## config.mk

```make
export PLATFORM = sky130hd
export DESIGN_NAME = dual_port_ram_ex
export DESIGN_NICKNAME = d
export VERILOG_FILES = /design/src/rtl/dual_port_ram_ex_pkg.sv /design/src/rtl/ram_port_pipe.sv /design/src/rtl/dual_port_ram_ex.sv
export SDC_FILE = /design/constraint.sdc
export NUM_CORES = 1
export LEC_CHECK = 0
export CELL_PAD_IN_SITES_DETAIL_PLACEMENT = 1
export CELL_PAD_IN_SITES_GLOBAL_PLACEMENT = 1
export CORE_MARGIN = 10
export CORE_UTILIZATION = 35
export CTS_CLUSTER_SIZE = 20
export DETAILED_ROUTE_END_ITERATION = 16
export PLACE_DENSITY_LB_ADDON = 0.05
export REMOVE_ABC_BUFFERS = 1
export SYNTH_ARGS = -nofsm -noshare
export SYNTH_HDL_FRONTEND = slang
export SYNTH_SLANG_ARGS = --single-unit
export TNS_END_PERCENT = 10
```

## constraint.sdc

```tcl
create_clock -name clk -period 3.6 [get_ports clk]
set_input_delay 0.54 -clock clk [delete_from_list [all_inputs] [get_ports clk]]
set_output_delay 0.54 -clock clk [all_outputs]
set_load 0.03 [all_outputs]
```

## src/rtl/dual_port_ram_ex_pkg.sv

```systemverilog
// Shared types for the dual-port RAM: FSM state and read-during-write modes.
// Latency: n/a (types and constants only).
// Backpressure: n/a.
package dual_port_ram_ex_pkg;

  typedef enum logic {
    INIT  = 1'b0,
    READY = 1'b1
  } state_t;

  // Same-port read-during-write behaviour selected by RD_MODE.
  localparam int RD_FIRST = 0;
  localparam int WR_FIRST = 1;

endpackage

```

## src/rtl/ram_port_pipe.sv

```systemverilog
// Per-port read result pipeline: captures read data and issues a valid pulse.
// Latency: 1 cycle (OUT_REG=0) or 2 cycles (OUT_REG=1) from req_vld to valid.
// Backpressure: none; one result per cycle, dout holds its value between pulses.
// Ports: clk/rst_n, req_vld + rd_dat (request and data sampled at the edge),
//        dout/valid (registered result and its one-cycle qualifier).
module ram_port_pipe
  import dual_port_ram_ex_pkg::*;
#(
  parameter int DATA_BITS = 8,
  parameter int OUT_REG   = 0
) (
  input  logic                 clk,
  input  logic                 rst_n,
  input  logic                 req_vld,
  input  logic [DATA_BITS-1:0] rd_dat,
  output logic [DATA_BITS-1:0] dout,
  output logic                 valid
);

  logic                 s1_vld;
  logic [DATA_BITS-1:0] s1_dat;

  // Data register only loads on a request so dout holds between reads.
  always_ff @(posedge clk or negedge rst_n) begin
    if (!rst_n) begin
      s1_vld <= 1'b0;
      s1_dat <= '0;
    end else begin
      s1_vld <= req_vld;
      if (req_vld) s1_dat <= rd_dat;
    end
  end

  generate
    if (OUT_REG != 0) begin : g_out_reg
      logic                 s2_vld;
      logic [DATA_BITS-1:0] s2_dat;

      always_ff @(posedge clk or negedge rst_n) begin
        if (!rst_n) begin
          s2_vld <= 1'b0;
          s2_dat <= '0;
        end else begin
          s2_vld <= s1_vld;
          if (s1_vld) s2_dat <= s1_dat;
        end
      end

      assign dout  = s2_dat;
      assign valid = s2_vld;
    end else begin : g_no_out_reg
      assign dout  = s1_dat;
      assign valid = s1_vld;
    end
  endgenerate

endmodule

```

## src/rtl/dual_port_ram_ex.sv

```systemverilog
// True dual-port RAM with a self-clearing INIT sequence and same-address write detection.
// Latency: read data 1 cycle after request (2 with OUT_REG=1); writes land at the edge.
// Backpressure: none; accesses during init_busy (and on a clear_req cycle) are dropped.
// Ports: clk/rst_n, clear_req/init_busy (memory clear control), per-port en/we/addr/din
//        in, dout/valid out, collision (one-cycle pulse after a same-address dual write).
module dual_port_ram_ex
  import dual_port_ram_ex_pkg::*;
#(
  parameter int ADDR_SIZE  = 6,
  parameter int DATA_BITS  = 8,
  parameter int NO_OF_ADDR = 64,
  parameter int RD_MODE    = 0,
  parameter int OUT_REG    = 0
) (
  input  logic                 clk,
  input  logic                 rst_n,
  input  logic                 clear_req,
  output logic                 init_busy,
  input  logic                 en_a,
  input  logic                 en_b,
  input  logic                 we_a,
  input  logic                 we_b,
  input  logic [ADDR_SIZE-1:0] addr_a,
  input  logic [ADDR_SIZE-1:0] addr_b,
  input  logic [DATA_BITS-1:0] din_a,
  input  logic [DATA_BITS-1:0] din_b,
  output logic [DATA_BITS-1:0] dout_a,
  output logic [DATA_BITS-1:0] dout_b,
  output logic                 valid_a,
  output logic                 valid_b,
  output logic                 collision
);

  localparam logic [ADDR_SIZE:0]   ADDR_LIMIT = (ADDR_SIZE + 1)'(NO_OF_ADDR);
  localparam logic [ADDR_SIZE-1:0] LAST_ADDR  = ADDR_SIZE'(NO_OF_ADDR - 1);

  state_t               state;
  logic [ADDR_SIZE-1:0] cnt;
  logic [DATA_BITS-1:0] mem [NO_OF_ADDR];

  logic                 acc_ok;
  logic                 in_range_a, in_range_b;
  logic                 wr_a, wr_b;
  logic                 req_a, req_b;
  logic                 coll_now;
  logic [DATA_BITS-1:0] rd_dat_a, rd_dat_b;

  // A clear request wins over any access presented in the same cycle.
  assign acc_ok     = (state == READY) && !clear_req;
  assign in_range_a = {1'b0, addr_a} < ADDR_LIMIT;
  assign in_range_b = {1'b0, addr_b} < ADDR_LIMIT;

  // Port A owns the word when both ports write the same address.
  assign wr_a     = acc_ok && en_a && we_a && in_range_a;
  assign wr_b     = acc_ok && en_b && we_b && in_range_b && !(wr_a && (addr_a == addr_b));
  assign coll_now = acc_ok && en_a && we_a && en_b && we_b && (addr_a == addr_b);

  // In write-first mode a write also returns its own data as a read result.
  assign req_a = acc_ok && en_a && (!we_a || (RD_MODE == WR_FIRST));
  assign req_b = acc_ok && en_b && (!we_b || (RD_MODE == WR_FIRST));

  // Array read happens before the edge, so cross-port reads see the old word.
  always_comb begin
    rd_dat_a = '0;
    if (in_range_a) rd_dat_a = we_a ? din_a : mem[addr_a];
  end

  always_comb begin
    rd_dat_b = '0;
    if (in_range_b) rd_dat_b = we_b ? din_b : mem[addr_b];
  end

  // The array itself has no reset; only the INIT sweep zeroes it.
  always_ff @(posedge clk) begin
    if (state == INIT) begin
      mem[cnt] <= '0;
    end else begin
      if (wr_b) mem[addr_b] <= din_b;
      if (wr_a) mem[addr_a] <= din_a;
    end
  end

  always_ff @(posedge clk or negedge rst_n) begin
    if (!rst_n) begin
      state     <= INIT;
      cnt       <= '0;
      collision <= 1'b0;
    end else begin
      collision <= coll_now;
      case (state)
        INIT: begin
          if (clear_req) begin
            cnt <= '0;
          end else if (cnt == LAST_ADDR) begin
            state <= READY;
            cnt   <= '0;
          end else begin
            cnt <= cnt + 1'b1;
          end
        end
        READY: begin
          if (clear_req) begin
            state <= INIT;
            cnt   <= '0;
          end
        end
        default: begin
          state <= INIT;
          cnt   <= '0;
        end
      endcase
    end
  end

  assign init_busy = (state == INIT);

  ram_port_pipe #(.DATA_BITS(DATA_BITS), .OUT_REG(OUT_REG)) u_pipe_a (
    .clk     (clk),
    .rst_n   (rst_n),
    .req_vld (req_a),
    .rd_dat  (rd_dat_a),
    .dout    (dout_a),
    .valid   (valid_a)
  );

  ram_port_pipe #(.DATA_BITS(DATA_BITS), .OUT_REG(OUT_REG)) u_pipe_b (
    .clk     (clk),
    .rst_n   (rst_n),
    .req_vld (req_b),
    .rd_dat  (rd_dat_b),
    .dout    (dout_b),
    .valid   (valid_b)
  );

endmodule
```

### Word-level counts from Yosys, hierarchy flattened

Memory sizes are Yosys's and may differ from the RTL's. A register that Yosys moved wholly into a read port is not among the register bits.
Cells that the tools add are included.

| word-level totals | value |
|---|---|
| output and inout bits | 20 |
| memory bits (writable) | 512 |
| input bits | 35 |
| memories | 1 |
| register bits | 10 |
| logic and storage cells | 48 |

| operators by class | value |
|---|---|
| bitwise logic cells | 1 |
| reduce and logical (&&, ||, !) cells | 19 |
| equality and inequality tests | 3 |
| add/sub/neg operators | 1 |
| muxes and demuxes | 18 |

Memories:

| name | depth | width | rd ports | clocked after memory_dff | write ports | line | source |
|---|---|---|---|---|---|---|---|
| mem | 64 | 8 | 2 | 2 | 2 | dual_port_ram_ex.sv:39 | `logic [DATA_BITS-1:0] mem [NO_OF_ADDR];` |

Operators by type and width:

| cell | number |
|---|---|
| two-way mux 6 bit | 4 |
| logical AND 1 bit | 12 |
| case mux 6 bit (2 select lines) | 1 |
| two-way mux 1 bit | 11 |
| two-way mux 8 bit | 1 |
| OR reduction 8 bit | 1 |
| adder 6 x 1 -> 6 bit, second input constant | 1 |
| == test 6 bit | 1 |
| == test 6 bit, second input constant | 1 |
| logical NOT 1 bit | 6 |
| inequality test 2 bit, second input constant | 1 |
| case mux 1 bit (2 select lines) | 1 |
| inverter 1 bit | 1 |

### Depth between registers and ports, before layout

| logic depth | value |
|---|---|
| depth in word-level cells | 12 |
| depth in mapped cells | 10 |
| gate-level depth less buffers | 7 |

### Hierarchy

Synthesis repeated with hierarchy kept, for this count alone.

| second synthesis, totals | value |
|---|---|
| cell total of the unflattened synthesis | 2,994 |
| area total of the unflattened synthesis | 31,864.3 µm² |

By module, submodules not included:

| module | area an instance (µm²) | seq. area each (µm²) | instances | cells each |
|---|---|---|---|---|
| dual_port_ram_ex | 31,151.1 | 15,574.9 | 1 | 2,958 |
| ram_port_pipe | 356.6 | 225.2 | 2 | 18 |

### Worst setup path before layout

Ideal clock, no wire load.

| timing | value |
|---|---|
| path type | input port to flip-flop |
| start point | in addr_b[3] |
| end point | mem mem[43][0], enable pin |
| buffers on the path | 3 |
| arrival time | 2,415 ps |
| path slack | 809 ps |
| required time | 3,224 ps |
| library setup time | 376 ps |
| stages | 9 |
| cells stage by stage | buf_2 -> xor2_1 -> nor4_4 -> a21oi_4 -> buf_6 -> nor2_2 -> o2bb2a_2 -> buf_2 -> o22ai_1 |

RTL lines:

| item | line | source |
|---|---|---|
| from (decl) | dual_port_ram_ex.sv:24 | `input logic [ADDR_SIZE-1:0] addr_b,` |
| to (decl) | dual_port_ram_ex.sv:39 |  |

==> results_dict.tcl <==
set metrics [dict create \
    async_flop_share_pct 4.83 \
    port_buffers 54 \
    routedWlPerCell_um 35.5 \
    initial_core_util_pct 35.4 \
    fin_cells 4230 \
    syn_to_final_growth_pct 16.8 \
    tightest_slew_ns 1.50 \
    clk_latency_ns 0.64 \
    drt_iter0_drc 3673 \
    syn_area_per_cell_um2 10.8 \
    synth-edff-count 512 \
    finalClockSkew_ns 0.0304 \
    syn_area_mm2 0.0315 \
    critical_path_class "in2reg" \
    setup_viol 0 \
    slew-limit-headroom_pct -0.384 \
    post-route-util_pct 41.4 \
    min_period_ns 3.17 \
    crit_fanout 28 \
    cp.depth 10 \
    status "finished, violations left" \
    rsz0062_at_grt "no" \
    root_buffer "clkbuf_16" \
    ys_warn_count 0 \
    cts_hold_buf 0 \
    leakagePower_nw 13.2 \
    num_rows 109 \
    die_h_um 320 \
    vdd_drop_max_v 0.000311 \
    final.setup.worst_slack_ns 0.431 \
    crit_top_cell "buf_12" \
    ys.flop_type "edfxtp_1" \
    cts_buffers 67 \
    mostFrequentLayoutCells "nand2_1 (613), edfxtp_1 (512), o21ai_0 (506)" \
    dieArea_mm2 0.102 \
    final_common_cell "nand2_1" \
    grt_pass1_wl_um 211000 \
    cp-end-kind "flip-flop" \
    grt_max_degree 65 \
    critical-path-top-delay-family "compound AO/OA/AOI/OAI gates" \
    antenna_found_initial 8 \
    cts_tree "done" \
    path_clk_slew_ns 0.06 \
    chipWidth_um 320 \
    fill_cells 9505 \
    hold_slack_ns 0.0333 \
    synth_area_leaders "edfxtp_1 (49%), mux4_2 (11%), o21ai_0 (8.0%), nand2_1 (7.4%), mux2i_1 (3.2%)" \
    startpoint_type "input pin" \
    crit_start "addr_b[1]" \
    drive_above_1_share_pct 20.7 \
    yosysSeqAreaShare_pct 50.9 \
    vias_per_cell 6.34 \
    crit_arrival_ns 3.56 \
    n_antenna_cell 0 \
    rr_endpoint "mem[35][4]" \
    ys_types 74 \
    cpPeakStageDelay_ns 0.86 \
    num_vias 26837 \
    cp_slowest_cell "a41oi_2" \
    fmax_ghz 0.316 \
    pre_cts_ws_ns -0.144 \
    clk_path_buf_depth 3 \
    synth_top_cell_by_area "edfxtp_1" \
    postRouteAntennaNets 0 \
    dr.pass1.iters 6 \
    cts_setup_buffers 0 \
    io_pins 55 \
    path_cells "clkdlybuf4s50_1 > buf_12 > xor2_1 > buf_4 > nor4_4 > a21oi_4 > buf_12 > a41oi_2 > o22ai_1 > buf_12" \
    finalHoldViolCount 0 \
    wirelength_um 150000 \
    r2r-start "state" \
    h-tree-depth 3 \
    synth_top_area_share_pct 48.9 \
    max-cap-violations 1 \
    pwr_density_cell_mw_per_mm2 404 \
    crit_end "mem[35][4]" \
    syn_inst 2924 \
    ys_ff_latch 538 \
    cts_sinks 538 \
    r2r_cells 8 \
    core_area_mm2 0.0888 \
    tns_ns 0 \
    drc 0 \
    reg2reg_slack_ns 0.43 \
    slew_viol_final 11 \
    grt_overflow_total 0 \
    violations "capacitance limit, slew limit" \
    dpl.cell_count 4110 \
    grt_pass1_vias 26734 \
    dpl.hpwl_um 108000 \
    path_buf_inv 5 \
    min_period_over_period_pct 88.0 \
    cp.required_ns 3.99 \
    place.gp.congestion 0.955 \
    nets 3050 \
    cts_resized 0 \
    grt_use_total_pct 28.6 \
    hp-class "in2async" \
]
[layout make-up]
class                      count  area (um^2)  area share [%]
multi-input combinational   2054        14000            38.1
tap                         1165         1460            3.97
inverter                       9         33.8          0.0919
clock inverter                31          258           0.701
sequential                   538        16000            43.6
timing repair buffer         344         3170            8.62
clock buffer                  89         1810            4.92
[state kept, by name, indices dropped and copies added (netlist names)]
register        flops
mem               512
cnt                 6
u_pipe_a.valid      1
collision           1
u_pipe_a.dout       8
state               1
u_pipe_b.dout       8
u_pipe_b.valid      1
[cell families after synthesis]
family | share of synthesized area [%]
compound gates | 17.2
xor+xnor | 0.250
fa+ha+maj | 0.0397
buf+inv | 4.69
flops | 50.9
mux | 15.7
simple gates | 11.2
[routing by layer]
| layer | track usage [%] | part of all wire (%) | vias up |
|---|---|---|---|
| met5 | 0 | 0.021 | - |
| met4 | 11.0 | 4.4 | 4 |
| met3 | 5.01 | 7.3 | 315 |
| met2 | 45.3 | 46 | 1304 |
| met1 | 38.8 | 43 | 13965 |
| li1 | - | - | 11249 |
[power breakdown]
| group | switching [W] | internal [W] | total, W |
|---|---|---|---|
| registers | 0.0000512 | 0.00680 | 0.00685 |
| clock network | 0.00289 | 0.00377 | 0.00666 |
| logic | 0.000921 | 0.000434 | 0.00136 |
[worst min-delay path by stage]
stage | from | endpoint | slack [ns] | cells after the start
finish | rst_n | u_pipe_a.dout[5] | 0.03 | 1
global route | rst_n | u_pipe_a.dout[3] | 0.02 | 1
CTS | rst_n | u_pipe_a.dout[5] | 0.02 | 1
detailed placement | u_pipe_a.dout[4] | u_pipe_a.dout[4] | 0.61 | 1
global placement | u_pipe_a.dout[4] | u_pipe_a.dout[4] | 0.61 | 1
floorplan | rst_n | cnt[0] | 0.24 | 0
[through the flow]
stage                     area (um^2)  power, W
after floorplan                 30000   0.00739
after global placement          34700   0.00830
after detailed placement        34700   0.00831
after CTS                       36800    0.0149
after global routing            36800    0.0152
final                           36800    0.0149
[cells in the mapped netlist (all sizes together), types with 3 or more instances]
cell type and instances:
nand2 621, o21ai 556, edfxtp 512, clkbuf 195, mux4 153, nor2 135
buf 128, mux2i 101, o22ai 82, a221oi 69, a22oi 44, mux2 43
a21oi 30, dfrtp 26, nand3 26, a31oi 17, and2 15, nor2b 13
a211oi 11, a222oi 10, o221ai 10, o31ai 10, a221o 8, inv 8
and3 7, nor3 6, a22o 5, a32oi 5, nand2b 5, nand3b 5
nor3b 5, xor2 5, o2111ai 4, o211ai 4, o21a 4, o22a 4
o32a 4, xnor2 4, a2bb2oi 3, a41oi 3, and3b 3, or3 3
Note: power is estimated with default switching activity, not from simulation.
